**config.mk**
```make
export PLATFORM = sky130hd
export DESIGN_NAME = multiplier_module_flat
export DESIGN_NICKNAME = d
export VERILOG_FILES = /design/src/rtl/kpn_pkg.sv /design/src/rtl/multiplier_module_if.sv /design/src/rtl/multiplier_module_shift_add_datapath.sv /design/src/rtl/multiplier_module.sv /design/src/flat_wrapper.sv
export SDC_FILE = /design/constraint.sdc
export NUM_CORES = 1
export LEC_CHECK = 0
export CORE_MARGIN = 4
export CORE_UTILIZATION = 43
export CTS_CLUSTER_DIAMETER = 80
export DETAILED_ROUTE_END_ITERATION = 10
export SLEW_MARGIN = 20
export SYNTH_ARGS = -nofsm -noshare
export SYNTH_HDL_FRONTEND = slang
export SYNTH_SLANG_ARGS = --single-unit
```
**constraint.sdc**
```tcl
create_clock -name clk -period 10.6 [get_ports clk]
set_input_delay 2.12 -clock clk [delete_from_list [all_inputs] [get_ports clk]]
set_output_delay 2.12 -clock clk [all_outputs]
set_load 0.005 [all_outputs]
```
**src/rtl/kpn_pkg.sv**
```systemverilog
// Shared definitions for the KPN node slice: token width and the
// multiplier node state type.
package kpn_pkg;

  localparam int unsigned KPN_DATA_W = 16;

  typedef enum logic [2:0] {
    IDLE,
    READ,
    LOAD,
    MUL,
    WRITE
  } mult_state_t;

endpackage

```
**src/rtl/multiplier_module_if.sv**
```systemverilog
// Channel bundle for the multiplier node: two upstream FIFO taps popped by
// rd, one downstream FIFO pushed by wr.
// master: the multiplier node. slave: the FIFO side.
interface multiplier_module_if
  import kpn_pkg::*;
#(
  parameter int unsigned WIDTH = KPN_DATA_W
);

  logic [WIDTH-1:0]   entry_1;
  logic [WIDTH-1:0]   entry_2;
  logic               rd;
  logic               wr;
  logic [2*WIDTH-1:0] output_1;

  modport master (
    input  entry_1,
    input  entry_2,
    output rd,
    output wr,
    output output_1
  );

  modport slave (
    output entry_1,
    output entry_2,
    input  rd,
    input  wr,
    input  output_1
  );

endinterface

```
**src/rtl/multiplier_module_shift_add_datapath.sv**
```systemverilog
// Shift-add datapath: operand, accumulator and bit-count registers plus the
// adder. One multiplier bit is consumed per step.
// Optional feature macro: MULTIPLIER_SIGNED_EN (two's complement operands).
module shift_add_datapath
  import kpn_pkg::*;
#(
  parameter int unsigned WIDTH = KPN_DATA_W
) (
  input  logic               clk,
  input  logic               rst_n,
  input  logic               load,
  input  logic               step,
  input  logic [WIDTH-1:0]   op_a,
  input  logic [WIDTH-1:0]   op_b,
  output logic [2*WIDTH-1:0] acc_next,
  output logic               last
);

  localparam int unsigned CNT_W = $clog2(WIDTH) + 1;

  logic [2*WIDTH-1:0] mcand;
  logic [WIDTH-1:0]   mplier;
  logic [2*WIDTH-1:0] acc;
  logic [CNT_W-1:0]   count;
  logic [2*WIDTH-1:0] partial;

  assign last = (count == CNT_W'(WIDTH - 1));

  // Next accumulator value for the current multiplier bit.
  always_comb begin
    partial  = mplier[0] ? (mcand << count) : '0;
    acc_next = acc + partial;
`ifdef MULTIPLIER_SIGNED_EN
    // The multiplier MSB carries weight -2^(WIDTH-1), so the final step
    // subtracts; this keeps the signed result within WIDTH steps.
    if (last) begin
      acc_next = acc - partial;
    end
`endif
  end

  // Operand capture on load, one shift-add step per cycle on step.
  always_ff @(posedge clk or negedge rst_n) begin
    if (!rst_n) begin
      mcand  <= '0;
      mplier <= '0;
      acc    <= '0;
      count  <= '0;
    end else if (load) begin
`ifdef MULTIPLIER_SIGNED_EN
      mcand  <= {{WIDTH{op_a[WIDTH-1]}}, op_a};
`else
      mcand  <= {{WIDTH{1'b0}}, op_a};
`endif
      mplier <= op_b;
      acc    <= '0;
      count  <= '0;
    end else if (step) begin
      acc    <= acc_next;
      mplier <= mplier >> 1;
      count  <= count + CNT_W'(1);
    end
  end

endmodule

```
**src/rtl/multiplier_module.sv**
```systemverilog
// Kahn-process-network multiplier node: pops one token from each input
// channel, multiplies them iteratively (one bit per clock) and pushes the
// 2*WIDTH product. Token period is WIDTH+3 cycles, data independent.
// Optional feature macro: MULTIPLIER_SIGNED_EN (signed operands/product).
module multiplier_module
  import kpn_pkg::*;
#(
  parameter int unsigned WIDTH = KPN_DATA_W
) (
  input  logic                clk,
  input  logic                rst_n,
  multiplier_module_if.master bus
);

  mult_state_t        state;
  logic               rd_q;
  logic               wr_q;
  logic [2*WIDTH-1:0] out_q;
  logic [2*WIDTH-1:0] acc_next;
  logic               last;
  logic               load;
  logic               step;

  assign load = (state == LOAD);
  assign step = (state == MUL);

  shift_add_datapath #(
    .WIDTH (WIDTH)
  ) u_datapath (
    .clk      (clk),
    .rst_n    (rst_n),
    .load     (load),
    .step     (step),
    .op_a     (bus.entry_1),
    .op_b     (bus.entry_2),
    .acc_next (acc_next),
    .last     (last)
  );

  // Sequencer with registered strobes; the product is latched on the final
  // MUL edge so it is already valid during the wr cycle.
  always_ff @(posedge clk or negedge rst_n) begin
    if (!rst_n) begin
      state <= IDLE;
      rd_q  <= 1'b0;
      wr_q  <= 1'b0;
      out_q <= '0;
    end else begin
      rd_q <= 1'b0;
      wr_q <= 1'b0;
      case (state)
        IDLE: begin
          state <= READ;
          rd_q  <= 1'b1;
        end
        READ: begin
          state <= LOAD;
        end
        LOAD: begin
          state <= MUL;
        end
        MUL: begin
          if (last) begin
            state <= WRITE;
            wr_q  <= 1'b1;
            out_q <= acc_next;
          end
        end
        WRITE: begin
          state <= READ;
          rd_q  <= 1'b1;
        end
        default: begin
          state <= IDLE;
        end
      endcase
    end
  end

  assign bus.rd       = rd_q;
  assign bus.wr       = wr_q;
  assign bus.output_1 = out_q;

endmodule

```
**src/flat_wrapper.sv**
```systemverilog
// flat-port wrapper written by rule: the top's interface ports become plain ports
module multiplier_module_flat import kpn_pkg::*;
#(
  parameter int unsigned WIDTH = KPN_DATA_W
)
  (clk, rst_n, bus_entry_1, bus_entry_2, bus_rd, bus_wr, bus_output_1);
  multiplier_module_if #(.WIDTH(WIDTH)) bus_i ();
  input  logic clk;
  input  logic rst_n;
  input wire logic [$bits(bus_i.entry_1)-1:0] bus_entry_1;
  input wire logic [$bits(bus_i.entry_2)-1:0] bus_entry_2;
  output wire logic [$bits(bus_i.rd)-1:0] bus_rd;
  output wire logic [$bits(bus_i.wr)-1:0] bus_wr;
  output wire logic [$bits(bus_i.output_1)-1:0] bus_output_1;
  assign bus_i.entry_1 = bus_entry_1;
  assign bus_i.entry_2 = bus_entry_2;
  assign bus_rd = bus_i.rd;
  assign bus_wr = bus_i.wr;
  assign bus_output_1 = bus_i.output_1;
  multiplier_module #(.WIDTH(WIDTH)) u_core (.clk(clk), .rst_n(rst_n), .bus(bus_i));
endmodule
```
==> results of run 1 <==
[power by group]
group / switching (W) / leakage (nW) / internal (W)
combinational: 0.000248 / 1.98 / 0.000246
sequential: 0.0000642 / 1.29 / 0.000508
clock: 0.000153 / 0.160 / 0.000215
[how the worst min path moves through the flow]
stage | startpoint | end | slack [ns]
finish | u_core.bus.output_1[16]$_DFFE_PN0P_ | u_core.bus.output_1[16]$_DFFE_PN0P_ | 0.48
global route | u_core.bus.output_1[1]$_DFFE_PN0P_ | u_core.bus.output_1[1]$_DFFE_PN0P_ | 0.50
CTS | u_core.bus.output_1[1]$_DFFE_PN0P_ | u_core.bus.output_1[1]$_DFFE_PN0P_ | 0.48
detailed placement | u_core.bus.output_1[1]$_DFFE_PN0P_ | u_core.bus.output_1[1]$_DFFE_PN0P_ | 0.47
global placement | u_core.u_datapath.acc[0]$_DFFE_PN0P_ | u_core.u_datapath.acc[0]$_DFFE_PN0P_ | 0.46
floorplan | u_core.state[2]$_DFFE_PN0P_ | u_core.state[1]$_DFFE_PN0P_ | 0.44
[layer usage]
layer	GRT usage [%]	vias to the layer above	part of all wire [%]
met5	0	-	0
met4	5.83	0	1.9
met3	3.51	25	4.0
met2	29.2	120	45
met1	26.7	2563	49
li1	-	2686	-
[worst reg2reg max path, cell delays in order (launching register included)]
cell,delay [ns]
dfrtp_1,0.96
mux2_2,0.44
nand2_1,0.07
o21ai_0,0.16
mux2i_1,0.40
mux2i_1,0.16
a22o_1,0.23
and2_1,0.17
ha_1,0.38
nand3_1,0.12
nor2_1,0.19
a221o_1,0.21
a21oi_1,0.09
o211a_1,0.14
nor3_1,0.54
a41oi_1,0.24
xor2_1,0.20
o21ai_0,0.09
[per-stage QoR]
step	total power [W]	hold slack [ns]	setup slack (ns)	utilization (%)
after floorplan	0.000854	0.445	6.83	-
after global placement	0.00106	0.456	5.81	48.6
after detailed placement	0.00108	0.467	5.73	48.6
after CTS	0.00145	0.479	5.73	50.7
after global routing	0.00153	0.497	5.36	50.8
final	0.00143	0.476	5.65	50.8
[flip-flops by register name, summed over array words and instances (netlist names)]
register	count
u_core.bus.output_1	32
u_core.bus.rd	1
u_core.bus.wr	1
u_core.state	3
u_core.u_datapath.acc	32
u_core.u_datapath.count	5
u_core.u_datapath.mcand	16
u_core.u_datapath.mplier	16
[cells in the final DEF (no fill, tap or decap), types with 11 or more instances in the layout]
cell type | netlist | layout
inv_1 | 13 | 13
mux2_2 | 22 | 22
a21o_1 | 14 | 14
nor2b_1 | 18 | 18
mux2i_1 | 38 | 38
o21ai_0 | 98 | 98
xnor2_1 | 14 | 14
dfrtp_1 | 106 | 106
clkdlybuf4s50_1 | 0 | 66
nand3_1 | 11 | 11
nor2_1 | 38 | 37
a21oi_1 | 45 | 45
ha_1 | 33 | 33
nand2_1 | 136 | 135
xor2_1 | 16 | 16
[kinds of logic after synthesis]
family | share of synthesized area (%)
adders and majority gates | 6.55
muxes | 11.3
DFF | 40.1
and+or+nand+nor | 16.2
AOI/OAI and AO/OA | 18.3
buffers and inverters | 3.62
xor gates and xnor gates | 3.98
[area by class of cell]
| cell class | count | area, um2 | area share [%] |
|---|---|---|---|
| Tap cell | 188 | 235 | 3.06 |
| Sequential cell | 106 | 2650 | 34.5 |
| Clock buffer | 11 | 243 | 3.16 |
| Timing Repair Buffer | 70 | 691 | 8.98 |
| Inverter | 15 | 56.3 | 0.732 |
| Clock inverter | 5 | 86.3 | 1.12 |
| Multi-Input combinational cell | 579 | 3730 | 48.5 |
[synthesized netlist by cell type (6+ instances only)]
cell type / number / share of area [%]
a31oi_1: 6 / 0.57
nor2_1: 38 / 2.2
mux2_2: 22 / 3.7
clkbuf_1: 36 / 2.0
nor3_1: 7 / 0.53
a21oi_1: 45 / 3.4
and2_1: 6 / 0.57
o21ai_0: 98 / 7.4
mux2i_1: 38 / 5.8
nand3_1: 11 / 0.83
ha_1: 33 / 6.2
nor2b_1: 18 / 1.7
inv_1: 13 / 0.74
xor2_1: 16 / 2.1
xnor2_1: 14 / 1.9
nand2_1: 136 / 7.7
o21bai_1: 6 / 0.68
a21o_1: 14 / 1.6
dfrtp_1: 106 / 40
==> results_dict.tcl, run 1 <==
set metrics [dict create \
    status "finished clean" \
    slowest_stage "dfrtp_1" \
    area_delta_synth_final_pct 16.4 \
    cts_made_buffers 9 \
    period_needed_ns 4.95 \
    synthCells 742 \
    via_per_inst 5.54 \
    num_io_pins 68 \
    hpwl_um 11900 \
    placed_cells 958 \
    crit_family "compound AO/OA/AOI/OAI gates" \
    grt_antenna_before_repair 0 \
    syn_avg_cell_area_um2 8.91 \
    worst-path-buf-inv 0 \
    cp-endpoint "u_core.u_datapath.acc[30]$_DFFE_PN0P_" \
    p_leak_nw 3.44 \
    relSlewSlack_pct 33.2 \
    ys_ff_latch 106 \
    die_area_um2 17400 \
    synth_edf_count 0 \
    tightest_slew_ns 0.999 \
    min_path_type "register to register" \
    die_w_um 132 \
    pwr_density_cell_nw_per_um2 186 \
    grt_overflow 0 \
    insertedDiodeCount 0 \
    cp_num_cells 17 \
    grt_pass1_vias 5330 \
    synth_cell_types 54 \
    syn-num-nets 810 \
    post-route-period-util_pct 46.7 \
    yosysSeqAreaShare_pct 40.1 \
    tritoncts "done" \
    vias 5394 \
    rsz0062_at_grt "no" \
    firstDrtPassIters 5 \
    synth.yosys.warnings 0 \
    h-tree-depth 3 \
    cts_setup_buffers 0 \
    crit_start "u_core.u_datapath.count[0]$_DFFE_PN0P_" \
    finalNonFillerCells 974 \
    max-vdd-ir-drop_mv 0.0974 \
    endpoint_kind "register" \
    crit_chain "mux2_2, nand2_1, o21ai_0, mux2i_1, mux2i_1, a22o_1, and2_1, ha_1, nand3_1, nor2_1, a221o_1, a21oi_1, o211a_1, nor3_1, a41oi_1, xor2_1, o21ai_0" \
    worstPathArrival_ns 5.16 \
    fin_skew_ns 0.00876 \
    syn_area_um2 6610 \
    place_congestion 0.908 \
    num_rows 45 \
    holdPathStages 2 \
    ctsHoldBuffers 0 \
    coreArea_um2 15100 \
    drc_errors 0 \
    portBuffers 67 \
    max_stage_delay_ns 0.96 \
    setup_viol 0 \
    detail-route-antenna-nets 0 \
    initial_core_util_pct 43.6 \
    crit_fanout 23 \
    timing.rr.end "u_core.u_datapath.acc[30]$_DFFE_PN0P_" \
    critical_path_required_ns 10.81 \
    grt_max_degree 65 \
    r2r_start "u_core.u_datapath.count[0]$_DFFE_PN0P_" \
    async_flop_share_pct 100 \
    first_iter_violations 436 \
    critPathKind "register to register" \
    cts.path.max_buffers 2 \
    grtUsageTotal_pct 18.8 \
    grt_pass1_wl_um 26900 \
    fmax_mhz 202 \
    stdcell_area_um2 7690 \
    r2r_slack_ns 5.65 \
    clockRootBuffer "clkbuf_16" \
    clkLatencyLatePin_ns 0.37 \
    synth_ff_type "dfrtp_1" \
    wl_um 16000 \
    fin_setup_tns_ns 0 \
    place_area_um2 7360 \
    fillers 1446 \
    drive_above_1_share_pct 6.49 \
    clkSinkCount 106 \
    nets 849 \
    cts_resized 0 \
    drv_slew 0 \
    hold_viol_final 0 \
    wl_per_cell_um 16.4 \
    cap_violations 0 \
    clk_pin_slew_ns 0.07 \
    reg2reg_depth 17 \
    critPathLaunchType "register" \
    fp.dieH_um 132 \
]
Note: power is estimated with default switching activity, not from simulation.
==> run 2: changes to the inputs <==
--- a/config.mk
+++ b/config.mk
@@ -9,6 +9,7 @@
 export CORE_UTILIZATION = 43
 export CTS_CLUSTER_DIAMETER = 80
 export DETAILED_ROUTE_END_ITERATION = 10
+export PLACE_DENSITY = 0.66
 export SLEW_MARGIN = 20
 export SYNTH_ARGS = -nofsm -noshare
 export SYNTH_HDL_FRONTEND = slang
==> constraint.sdc (replaced) <==
create_clock -name clk -period 4.49 [get_ports clk]
set_input_delay 0.898 -clock clk [delete_from_list [all_inputs] [get_ports clk]]
set_output_delay 0.898 -clock clk [all_outputs]
set_load 0.005 [all_outputs]
==> run 2 against run 1 <==
Compared with the run above:
- flip-flop and latch count unchanged
- register-to-register slack worse by 5.4 ns
- design area up 2.3%
- count of clock-buffer cells in the layout down 1
- via count up 1.3%
- setup slack worse by 5.4 ns
- cell count up 2.1%
- critical endpoint is now u_core.u_datapath.acc[28]$_DFFE_PN0P_
- total power up 140%
- sequential power up 140%
==> results_dict.tcl, run 2 (synthesized netlist as in run 1, its figures left out) <==
set metrics [dict create \
    max_stage_delay_ns 0.49 \
    vias 5463 \
    firstDrtPassIters 4 \
    crit_chain "buf_4, mux2i_1, mux2i_1, mux2i_1, mux2i_1, a22o_1, and2_1, ha_1, a21o_1, a21o_1, a221o_1, a21oi_1, o21ai_0, a41oi_1, o21bai_1, xnor2_1, o21ai_0" \
    swShare_pct 32.2 \
    p_seq_share_pct 39.0 \
    max-vdd-ir-drop_mv 0.185 \
    routed.top_layer "met4" \
    via_per_inst 5.50 \
    clkLatencyLatePin_ns 0.36 \
    cts_setup_buffers 0 \
    cts.path.max_buffers 2 \
    cp_num_cells 17 \
    cp-endpoint "u_core.u_datapath.acc[28]$_DFFE_PN0P_" \
    nets 869 \
    critical_path_required_ns 4.69 \
    slowest_stage "dfrtp_1" \
    first_iter_violations 286 \
    fp.dieH_um 132 \
    grt_overflow 0 \
    num_rows 45 \
    grt_antenna_before_repair 0 \
    drv_slew 0 \
    wl_um 16100 \
    drc_errors 0 \
    final_cell_mix "nand2_1 (135), dfrtp_1 (106), o21ai_0 (97)" \
    tightest_slew_ns 1.04 \
    clkSinkCount 106 \
    drive_above_1_share_pct 8.93 \
    critPathLaunchType "register" \
    reg2reg_depth 17 \
    fillers 1389 \
    area_delta_synth_final_pct 19.1 \
    crit_family "compound AO/OA/AOI/OAI gates" \
    wl_met2_um 7320 \
    fmax_mhz 237 \
    post-route-period-util_pct 93.8 \
    timing.hold.ws_ns 0.475 \
    h-tree-depth 3 \
    insertedDiodeCount 0 \
    timing.rr.end "u_core.u_datapath.acc[28]$_DFFE_PN0P_" \
    power_frac_comb_pct 34.9 \
    initial_core_util_pct 43.6 \
    detail-route-antenna-nets 0 \
    final_common_cell "nand2_1" \
    r2r_slack_ns 0.28 \
    status "finished clean" \
    netSwitchingPower_w 0.00112 \
    grt_max_degree 80 \
    p_clk_share_pct 26.1 \
    setup_slack_ns 0.279 \
    relSlewSlack_pct 30.6 \
    detailedPlace.worstSlack_ns 0.146 \
    min_path_type "register to register" \
    met1Wirelength_um 7910 \
    cts_made_buffers 9 \
    p_total_w 0.00346 \
    setup_viol 0 \
    period_needed_ns 4.21 \
    die_w_um 132 \
    cap_violations 0 \
    num_io_pins 68 \
    clk_pin_slew_ns 0.07 \
    crit_fanout 8 \
    place_area_um2 7510 \
    fin_setup_tns_ns 0 \
    place_congestion 0.870 \
    critPathKind "register to register" \
    crit_start "u_core.u_datapath.count[0]$_DFFE_PN0P_" \
    hold_viol_final 0 \
    r2r_start "u_core.u_datapath.count[0]$_DFFE_PN0P_" \
    routed-wl-met3_um 476 \
    worst-path-buf-inv 1 \
    wl_per_cell_um 16.2 \
    coreArea_um2 15100 \
    cpMostUsedCell "mux2i_1" \
    fin_skew_ns 0.00819 \
    grt_pass1_wl_um 26900 \
    pwr_density_cell_nw_per_um2 440 \
    die_area_um2 17400 \
    p_leak_nw 3.54 \
    grt_pass1_vias 5340 \
    p_int_w 0.00235 \
    grtUsageTotal_pct 18.7 \
    stdcell_area_um2 7870 \
    portBuffers 67 \
    endpoint_kind "register" \
    hpwl_um 12000 \
    tritoncts "done" \
    clockRootBuffer "clkbuf_16" \
    worstPathArrival_ns 4.41 \
    rsz0062_at_grt "no" \
]
==> run 2: worst min-delay path, delay by kind of cell, from the launching register on <==
| kind | cells | cell delay [ns] |
|---|---|---|
| compound gates | 1 | 0.06 |
| flops | 1 | 0.34 |
| simple gates | 1 | 0.04 |
==> run 2: worst min path at each step <==
stage	start	endpoint	slack, ns	depth (start not counted)
after floorplan	u_core.state[2]$_DFFE_PN0P_	u_core.state[1]$_DFFE_PN0P_	0.44	1
after global placement	u_core.bus.output_1[14]$_DFFE_PN0P_	u_core.bus.output_1[14]$_DFFE_PN0P_	0.46	2
after detailed placement	u_core.bus.output_1[14]$_DFFE_PN0P_	u_core.bus.output_1[14]$_DFFE_PN0P_	0.47	2
after CTS	u_core.bus.output_1[14]$_DFFE_PN0P_	u_core.bus.output_1[14]$_DFFE_PN0P_	0.48	2
after global routing	u_core.u_datapath.acc[0]$_DFFE_PN0P_	u_core.u_datapath.acc[0]$_DFFE_PN0P_	0.50	2
final	u_core.bus.output_1[15]$_DFFE_PN0P_	u_core.bus.output_1[15]$_DFFE_PN0P_	0.48	2
==> run 2: cell type report <==
cell class | instances | area (um2) | area share (%)
Tap cell | 188 | 235 | 2.99
Clock buffer | 10 | 229 | 2.91
Multi-Input combinational cell | 579 | 3740 | 47.5
Sequential cell | 106 | 2650 | 33.7
Timing Repair Buffer | 90 | 845 | 10.7
Clock inverter | 6 | 113 | 1.43
Inverter | 15 | 56.3 | 0.716
==> run 2: power by group through the flow <==
stage	sequential, W	clock (W)	combinational (W)
final	0.00135	0.000904	0.00121
after floorplan	0.00134	0	0.000676
after global placement	0.00136	0	0.00116
after global routing	0.00139	0.000964	0.00135
after detailed placement	0.00136	0	0.00121
after CTS	0.00135	0.000929	0.00120
==> run 2: layer usage <==
metal	up-vias	global-route usage (%)
met5	-	0
met4	0	6.94
met3	24	2.60
met2	100	29.2
met1	2612	26.6
li1	2727	-
==> run 2: stage by stage <==
| stage | utilization [%] | cells |
|---|---|---|
| floorplan | - | 742 |
| global placement | 49.6 | 978 |
| detailed placement | 49.6 | 978 |
| CTS | 51.8 | 994 |
| global route | 51.9 | 994 |
| finish | 51.9 | 994 |
==> run 2: timing repair <==
item,in CTS,in global routing
endpoints found under the setup margin,0,10
resized for setup,0,4
hold buffers,0,0
==> run 3: changes to the inputs <==
--- a/config.mk
+++ b/config.mk
@@ -6,10 +6,11 @@
 export NUM_CORES = 1
 export LEC_CHECK = 0
 export CORE_MARGIN = 4
-export CORE_UTILIZATION = 43
+export CORE_UTILIZATION = 45
 export CTS_CLUSTER_DIAMETER = 80
 export DETAILED_ROUTE_END_ITERATION = 10
-export PLACE_DENSITY = 0.66
+export HOLD_SLACK_MARGIN = 0.02
+export PLACE_DENSITY = 0.68
 export SLEW_MARGIN = 20
 export SYNTH_ARGS = -nofsm -noshare
 export SYNTH_HDL_FRONTEND = slang
==> run 3 against run 2 <==
Compared with the run above:
- count of clock-buffer cells in the layout is 1 lower
- fmax barely moved
- design area down 0.86%
- setup slack lost 0.0024 ns
- sequential power about the same
- sequential share of layout area rose by 0.32 points
- largest cell class unchanged
- highest routed layer unchanged
==> results_dict.tcl, run 3 (synthesized netlist as in run 1, its figures left out) <==
set metrics [dict create \
    status "finished clean" \
    period_needed_ns 4.21 \
    grt_overflow 0 \
    cap_violations 0 \
    max_stage_delay_ns 0.48 \
    num_rows 44 \
    first_iter_violations 282 \
    drv_slew 0 \
    drive_above_1_share_pct 8.85 \
    pwr_density_cell_nw_per_um2 430 \
    cts_resized 0 \
    die_area_um2 16700 \
    post-route-period-util_pct 93.8 \
    final_common_cell "nand2_1" \
    fin_setup_tns_ns 0 \
    grt_pass1_wl_um 26500 \
    crit_fanout 10 \
    crit_family "compound AO/OA/AOI/OAI gates" \
    crit_chain "buf_4, mux2i_1, mux2i_1, mux2i_1, mux2i_1, a22o_1, and2_1, ha_1, a21o_1, a21o_1, a221o_1, a21oi_1, o211a_1, nor3_4, a41oi_1, xor2_1, o21ai_0" \
    critPathKind "register to register" \
    cts.path.max_buffers 2 \
    grt_pass1_vias 5299 \
    gr-usage-met2_pct 31.7 \
    relSlewSlack_pct 30.9 \
    clk_pin_slew_ns 0.07 \
    fp.dieH_um 129 \
    rsz0062_at_grt "no" \
    power_frac_comb_pct 35.9 \
    grt_max_degree 89 \
    wl_um 15800 \
    hold_start "u_core.bus.output_1[14]$_DFFE_PN0P_" \
    cp_num_cells 17 \
    vias 5407 \
    multi_input_area_um2 3740 \
    hold_viol_final 0 \
    r2r_start "u_core.u_datapath.count[0]$_DFFE_PN0P_" \
    slowest_stage "dfrtp_2" \
    final_cell_mix "nand2_1 (135), dfrtp_1 (104), o21ai_0 (98)" \
    coreArea_um2 14500 \
    endpoint_kind "register" \
    cpMostUsedCell "mux2i_1" \
    critical_path_required_ns 4.68 \
    netSwitchingPower_w 0.00115 \
    area_delta_synth_final_pct 18.0 \
    clockRootBuffer "clkbuf_16" \
    timing.hold.ws_ns 0.479 \
    reg2reg_depth 17 \
    drc_errors 0 \
    cts_setup_buffers 0 \
    timing.rr.end "u_core.bus.output_1[30]$_DFFE_PN0P_" \
    worst-path-buf-inv 1 \
    h-tree-depth 3 \
    tritoncts "done" \
    min_to "u_core.bus.output_1[14]$_DFFE_PN0P_" \
    regArea_um2 2660 \
    swShare_pct 34.5 \
    min_path_type "register to register" \
    final_core_util_pct 53.9 \
    p_clk_share_pct 23.9 \
    num_io_pins 68 \
    nets 865 \
    ctsHoldBuffers 0 \
    fmax_mhz 237 \
    die_w_um 129 \
    initial_core_util_pct 45.6 \
    grt_most_used_layer "met2" \
    insertedDiodeCount 0 \
    wl_per_cell_um 16.1 \
    p_seq_share_pct 40.3 \
    setup_viol 0 \
    r2r_slack_ns 0.28 \
    detail-route-antenna-nets 0 \
    worstPathArrival_ns 4.40 \
    portBuffers 67 \
    met3_usage_pct 3.71 \
    fin_skew_ns 0.0121 \
    max-vdd-ir-drop_mv 0.202 \
    clkLatencyLatePin_ns 0.36 \
    via_per_inst 5.48 \
    tightest_slew_ns 1.03 \
    hpwl_um 11800 \
    cts_made_buffers 9 \
    clkSinkCount 106 \
    grt_antenna_before_repair 0 \
    critPathLaunchType "register" \
    p_leak_nw 3.50 \
    firstDrtPassIters 4 \
    grtUsageTotal_pct 19.8 \
    p_int_w 0.00220 \
    grtUsageMet1_pct 27.8 \
    place_congestion 0.895 \
    fillers 1300 \
    holdPathStages 2 \
]
==> run 3: changes by cell type in the layout (fill, tap and decap cells not counted), moves of 2 or more <==
cell	before	now
buf_4	23	19
bufinv_16	3	0
dfrtp_1	106	104
dfrtp_2	0	2
inv_8	0	4
==> run 3: area by class of cell <==
type                       count  area share (%)
multi-input combinational    579            47.9
clock buffer                   9            2.89
sequential                   106            34.0
tap                          184            2.95
inverter                      15           0.722
timing repair buffer          86            10.4
clock inverter                 7            1.01
==> run 3: how the worst max path moves through the flow <==
stage                                                start                               endpoint  slack, ns
global route        u_core.u_datapath.count[0]$_DFFE_PN0P_    u_core.bus.output_1[28]$_DFFE_PN0P_       0.02
global placement    u_core.u_datapath.count[1]$_DFFE_PN0P_    u_core.bus.output_1[29]$_DFFE_PN0P_       0.22
floorplan           u_core.u_datapath.count[1]$_DFFE_PN0P_    u_core.bus.output_1[30]$_DFFE_PN0P_       0.72
detailed placement  u_core.u_datapath.count[0]$_DFFE_PN0P_  u_core.u_datapath.acc[30]$_DFFE_PN0P_       0.09
CTS                 u_core.u_datapath.count[0]$_DFFE_PN0P_    u_core.bus.output_1[30]$_DFFE_PN0P_       0.01
finish              u_core.u_datapath.count[0]$_DFFE_PN0P_    u_core.bus.output_1[30]$_DFFE_PN0P_       0.28
==> run 3: tightest hold or removal path: cells and delay by family (launching register included) <==
kind / cells / cell delay (ns)
flops: 1 / 0.34
simple gates: 1 / 0.04
compound gates: 1 / 0.06
==> run 3: power by group through the flow <==
stage | logic, W | clock network, W | registers [W]
4_1_cts | 0.00119 | 0.000822 | 0.00135
3_5_place_dp | 0.00119 | 0 | 0.00136
6_report | 0.00120 | 0.000800 | 0.00135
2_1_floorplan | 0.000676 | 0 | 0.00134
5_1_grt | 0.00136 | 0.000855 | 0.00138
3_3_place_gp | 0.00115 | 0 | 0.00136
==> run 3: through the flow <==
stage	instances	cell area [um2]	power [W]	setup slack (ns)
after global routing	986	7800	0.00360	0.0173
after floorplan	742	6610	0.00202	0.721
after global placement	970	7470	0.00250	0.219
after detailed placement	970	7470	0.00256	0.0911
final	986	7800	0.00335	0.276
after CTS	986	7770	0.00336	0.0129
==> run 3: layer usage <==
layer | part of all wire, % | vias up
met1 | 50 | 2567
met2 | 46 | 102
met3 | 3.4 | 13
met5 | 0 | -
met4 | 1.2 | 0
li1 | - | 2725
